[config.mk]
export PLATFORM = sky130hd
export DESIGN_NAME = idu_stage
export DESIGN_NICKNAME = d
export VERILOG_FILES = /design/src/rtl/idu_stage.sv
export SDC_FILE = /design/constraint.sdc
export NUM_CORES = 1
export LEC_CHECK = 0
export ABC_AREA = 1
export BUFFER_PORTS_ARGS = -buffer_cell sky130_fd_sc_hd__buf_2
export CORE_UTILIZATION = 35
export CTS_BUF_LIST = sky130_fd_sc_hd__clkbuf_8
export DETAILED_ROUTE_END_ITERATION = 6
export GPL_TIMING_DRIVEN = 0
export HOLD_SLACK_MARGIN = 0.06
export PLACE_DENSITY = 0.67
export RECOVER_POWER = 25
export REMOVE_ABC_BUFFERS = 1
export SETUP_SLACK_MARGIN = 0.05
export SLEW_MARGIN = 20
export SYNTH_ARGS = -nofsm -noshare
export SYNTH_HDL_FRONTEND = slang
export SYNTH_SLANG_ARGS = --single-unit
[constraint.sdc]
create_clock -name i_clk -period 3.5 [get_ports i_clk]
set_clock_uncertainty 0.2 [all_clocks]
set_input_delay 0.525 -clock i_clk [delete_from_list [all_inputs] [get_ports i_clk]]
set_output_delay 0.525 -clock i_clk [all_outputs]
set_load 0.01 [all_outputs]
[src/rtl/idu_stage.sv]
// rtl/idu_stage.sv - decode stage with pending-write scoreboard, one-entry output register and stall counter
module idu_stage #(
    parameter int XLEN   = 32,
    parameter int PEND_W = 2,
    parameter int CNT_W  = 32
) (
    input  logic              i_clk,
    input  logic              i_rst,
    input  logic [XLEN-1:0]   i_pc,
    input  logic [31:0]       i_inst,
    input  logic              i_valid,
    output logic              o_ready,
    output logic [4:0]        o_reg1_raddr,
    output logic [4:0]        o_reg2_raddr,
    input  logic [XLEN-1:0]   i_reg1_rdata,
    input  logic [XLEN-1:0]   i_reg2_rdata,
    output logic              o_valid,
    input  logic              i_ready,
    output logic [XLEN-1:0]   o_pc,
    output logic [XLEN-1:0]   o_imm,
    output logic [XLEN-1:0]   o_src1,
    output logic [XLEN-1:0]   o_src2,
    output logic [31:0]       o_inst,
    output logic [4:0]        o_rd,
    output logic              o_rd_wen,
    input  logic              i_wb_valid,
    input  logic [4:0]        i_wb_rd,
    input  logic              i_flush,
    output logic              o_sb_err,
    output logic [CNT_W-1:0]  o_stall_cnt
);
    localparam logic [PEND_W-1:0] PMAX = '1;

    logic [6:0]        w_opcode;
    logic [4:0]        w_rs1, w_rs2, w_rd;
    logic              w_uses_rs1, w_uses_rs2, w_rd_wen;
    logic              w_hazard, w_accept;
    logic [31:0]       w_imm32;
    logic [XLEN-1:0]   w_imm;
    logic [PEND_W-1:0] w_pend_nxt [32];

    logic              r_valid;
    logic [XLEN-1:0]   r_pc, r_imm, r_src1, r_src2;
    logic [31:0]       r_inst;
    logic [4:0]        r_rd;
    logic              r_rd_wen;
    logic              r_sb_err;
    logic [CNT_W-1:0]  r_stall_cnt;
    logic [PEND_W-1:0] r_pend [32];

    assign w_opcode = i_inst[6:0];
    assign w_rd     = i_inst[11:7];
    assign w_rs1    = i_inst[19:15];
    assign w_rs2    = i_inst[24:20];

    assign w_uses_rs1 = !(w_opcode inside {7'b0110111, 7'b0010111, 7'b1101111});
    assign w_uses_rs2 = w_opcode inside {7'b0110011, 7'b0100011, 7'b1100011};
    assign w_rd_wen   = !(w_opcode inside {7'b0100011, 7'b1100011}) && (w_rd != 5'd0);

    always_comb begin
        w_imm32 = 32'd0;
        case (w_opcode)
            7'b0000011, 7'b0010011, 7'b1100111, 7'b1110011:
                w_imm32 = {{20{i_inst[31]}}, i_inst[31:20]};
            7'b0100011:
                w_imm32 = {{20{i_inst[31]}}, i_inst[31:25], i_inst[11:7]};
            7'b1100011:
                w_imm32 = {{19{i_inst[31]}}, i_inst[31], i_inst[7], i_inst[30:25], i_inst[11:8], 1'b0};
            7'b0110111, 7'b0010111:
                w_imm32 = {i_inst[31:12], 12'd0};
            7'b1101111:
                w_imm32 = {{11{i_inst[31]}}, i_inst[31], i_inst[19:12], i_inst[20], i_inst[30:21], 1'b0};
            default:
                w_imm32 = 32'd0;
        endcase
    end
    assign w_imm = XLEN'($signed(w_imm32));

    // Only registered counters are consulted; a writeback this cycle frees the source next cycle.
    assign w_hazard = (w_uses_rs1 && (w_rs1 != 5'd0) && (r_pend[w_rs1] != '0))
                   || (w_uses_rs2 && (w_rs2 != 5'd0) && (r_pend[w_rs2] != '0))
                   || (w_rd_wen && (r_pend[w_rd] == PMAX));

    assign o_ready  = (!r_valid || i_ready) && !w_hazard && !i_flush;
    assign w_accept = i_valid && o_ready;

    // Issue, flush and writeback contributions are summed in a widened signed space, then clamped.
    always_comb begin
        logic [PEND_W+1:0] w_sum;
        logic              w_inc, w_dec_f, w_dec_w;
        w_sum   = '0;
        w_inc   = 1'b0;
        w_dec_f = 1'b0;
        w_dec_w = 1'b0;
        for (int i = 0; i < 32; i++) begin
            w_inc   = w_accept && w_rd_wen && (w_rd == 5'(i));
            w_dec_f = i_flush && r_valid && r_rd_wen && (r_rd == 5'(i));
            w_dec_w = i_wb_valid && (i_wb_rd != 5'd0) && (i_wb_rd == 5'(i)) && (r_pend[i] != '0);
            w_sum   = {2'b00, r_pend[i]} + (PEND_W+2)'(w_inc)
                    - (PEND_W+2)'(w_dec_f) - (PEND_W+2)'(w_dec_w);
            if (w_sum[PEND_W+1])
                w_pend_nxt[i] = '0;
            else if (w_sum[PEND_W])
                w_pend_nxt[i] = PMAX;
            else
                w_pend_nxt[i] = w_sum[PEND_W-1:0];
        end
    end

    always_ff @(posedge i_clk) begin
        if (i_rst) begin
            r_valid     <= 1'b0;
            r_pc        <= '0;
            r_imm       <= '0;
            r_src1      <= '0;
            r_src2      <= '0;
            r_inst      <= '0;
            r_rd        <= '0;
            r_rd_wen    <= 1'b0;
            r_sb_err    <= 1'b0;
            r_stall_cnt <= '0;
            for (int i = 0; i < 32; i++) r_pend[i] <= '0;
        end else begin
            if (i_flush)
                r_valid <= 1'b0;
            else if (w_accept)
                r_valid <= 1'b1;
            else if (i_ready)
                r_valid <= 1'b0;
            if (w_accept) begin
                r_pc     <= i_pc;
                r_inst   <= i_inst;
                r_imm    <= w_imm;
                r_src1   <= i_reg1_rdata;
                r_src2   <= i_reg2_rdata;
                r_rd     <= w_rd;
                r_rd_wen <= w_rd_wen;
            end
            r_sb_err <= i_wb_valid && (i_wb_rd != 5'd0) && (r_pend[i_wb_rd] == '0);
            if (i_valid && w_hazard && !i_flush)
                r_stall_cnt <= r_stall_cnt + 1'b1;
            for (int i = 0; i < 32; i++) r_pend[i] <= w_pend_nxt[i];
        end
    end

    assign o_reg1_raddr = w_rs1;
    assign o_reg2_raddr = w_rs2;
    assign o_valid      = r_valid;
    assign o_pc         = r_pc;
    assign o_imm        = r_imm;
    assign o_src1       = r_src1;
    assign o_src2       = r_src2;
    assign o_inst       = r_inst;
    assign o_rd         = r_rd;
    assign o_rd_wen     = r_rd_wen;
    assign o_sb_err     = r_sb_err;
    assign o_stall_cnt  = r_stall_cnt;
endmodule

==> results.md <==
Routing:
- The vias after detailed routing is about 19,000.
- The routed length per placed instance is ~17 um.
- The overall routed net length is 62.7 mm.
- The detailed-route DRC error count is 18.
- Once detail routing completed, the nets flagged for antenna violations numbered 0.
- The mean number of vias per cell is 5.14.
- For this run, the detailed router's first-pass iteration total came to 7.
- The detailed router finished its first iteration with 1,640 violations.

Clocking:
- The tree built by TritonCTS fans out to 259 sinks.
- The root buffer cell chosen for the clock tree is sky130_fd_sc_hd__clkbuf_8.
- The maximum buffer depth of the clock tree is 3.
- TritonCTS built the clock tree.
- The deepest level of the CTS H-tree is 2.
- Counting the buffers created by CTS gives 47.
- After clock tree synthesis, the clock-pin slew on the worst setup and hold paths is 0.06 ns.
- Clock latency on the worst-skew pair, taken at its later pin, is 0.63 ns.

Pwr:
- Combinational logic burns 19.7% of the power.
- The static leakage power is 0.0110 uW.
- The internal power component is 5060 uW.
- The net switching power is 2330 uW.
- Of the total power, the share spent switching nets is 31.5%.
- The part of the power in the clock network is 37.8%.
- Dividing total power by cell area gives a power density of about 310 nW/um^2.
- IR analysis of the VDD net gives a maximum drop of 0.349 mV.
- Summing internal, switching and leakage power gives 7390 uW.
- The register share of total power is 42.5%.

Global route:
- The layer with the highest usage is met2.
- The global routing usage on met2 is about two fifths.
- The first global-routing pass estimated 96.1 mm of wire.
- The met3 track utilization from global routing is 4.13%.
- The total overflow left after global routing is 0.
- The number of global-route vias before repair is 17,600.
- For this run, global-route usage on met1 was measured as between 30 and 40%.
- The overall global routing resource usage is between 20% and 30%.
- The maximum number of pins on one net before global-route repair is 129.
- The number of antenna violations at the first check in global routing is 4.

Die:
- The die is 221 um wide.
- In this run the count of I/O pins placed on the die edge is 350.
- The total number of placement rows is 79.
- The die covers 48,800 um^2.
- Once the floorplan was initialized, standard cells occupied between 30% and 40% of the core.
- The area of the placeable core is about 47,000 um^2.
- The die is 221 um tall.

Hold path:
- The cell depth of the worst hold path is 5.
- The path class of the tightest hold or removal check is in -> reg.
- The startpoint identified for the worst hold timing path is i_inst[13].
- The worst hold path terminates at o_inst[13].

STA:
- The headroom to the max-slew limit is 30.3%.
- The worst hold slack is approximately 0.11 ns.
- Static timing analysis puts the maximum clock frequency at 260 MHz.
- The smallest setup slack after layout is -0.343 ns.
- The final max-slew violation count is 0.
- For the pin with the worst max-slew slack, the measured transition is 1.05 ns.
- Setup repair after global routing could not meet its margin everywhere.
- The final count of hold timing violations was 0.
- The final setup violation count is 46.
- After layout, the worst path uses 110% of the clock period.
- The time the worst path needs with I/O delays and setup is 3.84 ns.

Logic synthesis:
- The proportion of netlist area held by the largest area contributor is 30.9%.
- Synthesis handed over a netlist of 2,532 instances.
- sky130_fd_sc_hd__dfxtp_1 takes more of the synthesized area than any other cell.
- In this run, distinct cell masters in the synthesized netlist total 42.
- The Yosys warning count is 0.
- The leading cell type by number of instances after synthesis is sky130_fd_sc_hd__nand2_1.
- The cell area that synthesis handed to floorplanning was about 17,000 um^2.
- The share of async-settable or async-resettable flops after synthesis is 0%.
- The sequential fraction of the synthesis area is 30.9%.
- Yosys attributes the largest share of cell area to sky130_fd_sc_hd__dfxtp_1, sky130_fd_sc_hd__nand2_1, sky130_fd_sc_hd__nor2_1.
- In the synthesized netlist the dominant register cell turns out to be sky130_fd_sc_hd__dfxtp_1.
- The post-synthesis sequential element count is 259.
- By count the netlist is led by sky130_fd_sc_hd__nand2_1, sky130_fd_sc_hd__nor2_1, sky130_fd_sc_hd__inv_1.
- Dividing the synthesized area by the synthesized cell count gives ~6.6 um^2.
- Counting flops with a built-in enable in the synthesized netlist gives 0.

Setup path:
- The cell depth of the worst flop-to-flop path is 25.
- The internal reg-to-reg setup slack is -0.28 ns.
- The worst register-to-register path ends at r_pend[8][1].
- The kind of end point of the critical path is a register.
- STA classifies the critical path startpoint as an input port.
- The startpoint of the worst-slack reg-to-reg timing path is r_pend[2][0].
- In this run the worst path has a maximum fanout of 12.
- The worst setup path is of the in -> reg kind.
- Data on the critical path is required at its endpoint by between 3 and 4 ns.
- At the worst endpoint, the arrival time is 4.20 ns.

Outcome:
- The final reports fail on DRC, setup timing.
- The run finished, with violations left.

Placed design:
- Routability-driven placement finished with a final weighted congestion of ~0.97.
- The pre-CTS worst setup slack is -2.77 ns.
- During placement, the flow inserted port buffers numbering 349.
- The final HPWL from detailed placement is between 40 and 50 mm.

Finish:
- The multi-input gate area in the final layout is 11,500 um^2.
- The number of fill cells in the layout is approximately 4,500.
- The sequential cells in the finished layout cover a total of 5300 um^2.
- The area overhead of the layout relative to synthesis is 41.9%.
- The post-layout net count is 3,260.
- The share of layout cells above drive strength 1 is a little under a third.
- At the end of the flow the core is filled with cells to 50.8%.

Flow run:
- The tool flagged a number of max-cap violations equal to 0.
## cells in the final DEF (no fill, tap or decap), types with 41 or more instances in the layout
master	instances
sky130_fd_sc_hd__dlygate4sd3_1	101
sky130_fd_sc_hd__buf_2	341
sky130_fd_sc_hd__a21oi_1	78
sky130_fd_sc_hd__clkbuf_8	52
sky130_fd_sc_hd__inv_2	65
sky130_fd_sc_hd__nand4_1	170
sky130_fd_sc_hd__nand2_1	522
sky130_fd_sc_hd__a21oi_2	58
sky130_fd_sc_hd__nor2_1	411
sky130_fd_sc_hd__ha_4	77
sky130_fd_sc_hd__buf_4	42
sky130_fd_sc_hd__nor2_4	41
sky130_fd_sc_hd__dfxtp_1	209
sky130_fd_sc_hd__inv_1	316
sky130_fd_sc_hd__nand3_1	79
## routing by layer
metal / part of all wire, % / vias to the layer above
li1: - / 8890
met1: 40 / 8532
met2: 47 / 842
met3: 8.1 / 234
met4: 5.2 / 4
met5: 0.040 / -
## worst max-delay path by stage
stage | start | endpoint | slack [ns] | cells after the start
after global routing | r_pend[2][0] | r_pend[8][1] | -0.43 | 25
after CTS | r_pend[5][1] | r_pend[4][1] | -0.14 | 25
final | i_inst[15] | r_pend[8][1] | -0.34 | 21
after global placement | i_flush | r_pend[8][1] | -22.83 | 15
after detailed placement | i_inst[7] | r_pend[8][0] | -2.77 | 24
after floorplan | i_flush | r_pend[3][0] | -11.41 | 14
## registers in the layout, indices dropped and copies added (netlist names)
register / cells
o_rd_wen: 1
o_pc: 32
o_valid: 1
o_imm: 32
o_inst: 32
o_src2: 32
o_sb_err: 1
r_pend: 64
o_stall_cnt: 32
o_src1: 32
## critical path: stages
cell	delay (ns)
sky130_fd_sc_hd__buf_4	0.19
sky130_fd_sc_hd__nor2_2	0.43
sky130_fd_sc_hd__o21ai_0	0.24
sky130_fd_sc_hd__nand3_1	0.16
sky130_fd_sc_hd__nand3_1	0.10
sky130_fd_sc_hd__nand3_2	0.10
sky130_fd_sc_hd__nand3_4	0.11
sky130_fd_sc_hd__buf_6	0.13
sky130_fd_sc_hd__nand4_1	0.09
sky130_fd_sc_hd__buf_6	0.13
sky130_fd_sc_hd__nor2_4	0.04
sky130_fd_sc_hd__buf_12	0.14
sky130_fd_sc_hd__nand3_4	0.23
sky130_fd_sc_hd__nor2_4	0.08
sky130_fd_sc_hd__fa_1	0.54
sky130_fd_sc_hd__ha_2	0.19
sky130_fd_sc_hd__ha_1	0.14
sky130_fd_sc_hd__inv_1	0.06
sky130_fd_sc_hd__ha_4	0.14
sky130_fd_sc_hd__or2_2	0.30
sky130_fd_sc_hd__a21oi_2	0.12
## through the flow
stage,instances,cell area (um^2),setup TNS (ns)
2_1_floorplan,2384,16100,-1847.57
3_3_place_gp,3340,18600,-3830.60
3_5_place_dp,3360,19100,-384.39
4_1_cts,3584,23200,-4.41
5_1_grt,3601,23800,-15.40
6_report,3601,23800,-7.20
## kinds of logic (layout without fill, tap and decap cells)
kind of cell,Yosys count,in the layout,synth area share [%]
xor gates and xnor gates,30,30,1.57
other,2,4,0.0448
and+or+nand+nor,1362,1363,35.2
DFF,259,259,30.9
buffers and inverters,526,985,12.7
adders and majority gates,161,161,13.4
AOI/OAI and AO/OA,192,192,6.16
## power groups by stage
stage / Combinational (uW) / Clock, uW / Sequential (uW)
3_3_place_gp: 1200 / 0 / 3210
2_1_floorplan: 565 / 0 / 3280
4_1_cts: 1410 / 2890 / 3150
3_5_place_dp: 1190 / 0 / 3220
5_1_grt: 1560 / 2990 / 3160
6_report: 1450 / 2790 / 3140
## final cells by class
cell class	count	share of cell area (%)
repair buffers	526	16.1
well taps	607	3.19
inverters	378	6.21
diodes	2	0.0210
clock inverters	29	0.658
clock buffers	52	3.01
multi-input cells	1748	48.5
flip-flops and latches	259	22.3
## timing repair
action / 4_1_cts / 5_1_grt
endpoints found under the setup margin: 241 / 128
setup buffers: 39 / 20
cloned: 4 / 0
pin swaps: 119 / 88
hold buffers: 101 / 0
hold endpoints to repair: 100 / 0
gates resized for setup: 446 / 157
(Power assumes the default switching activity.)
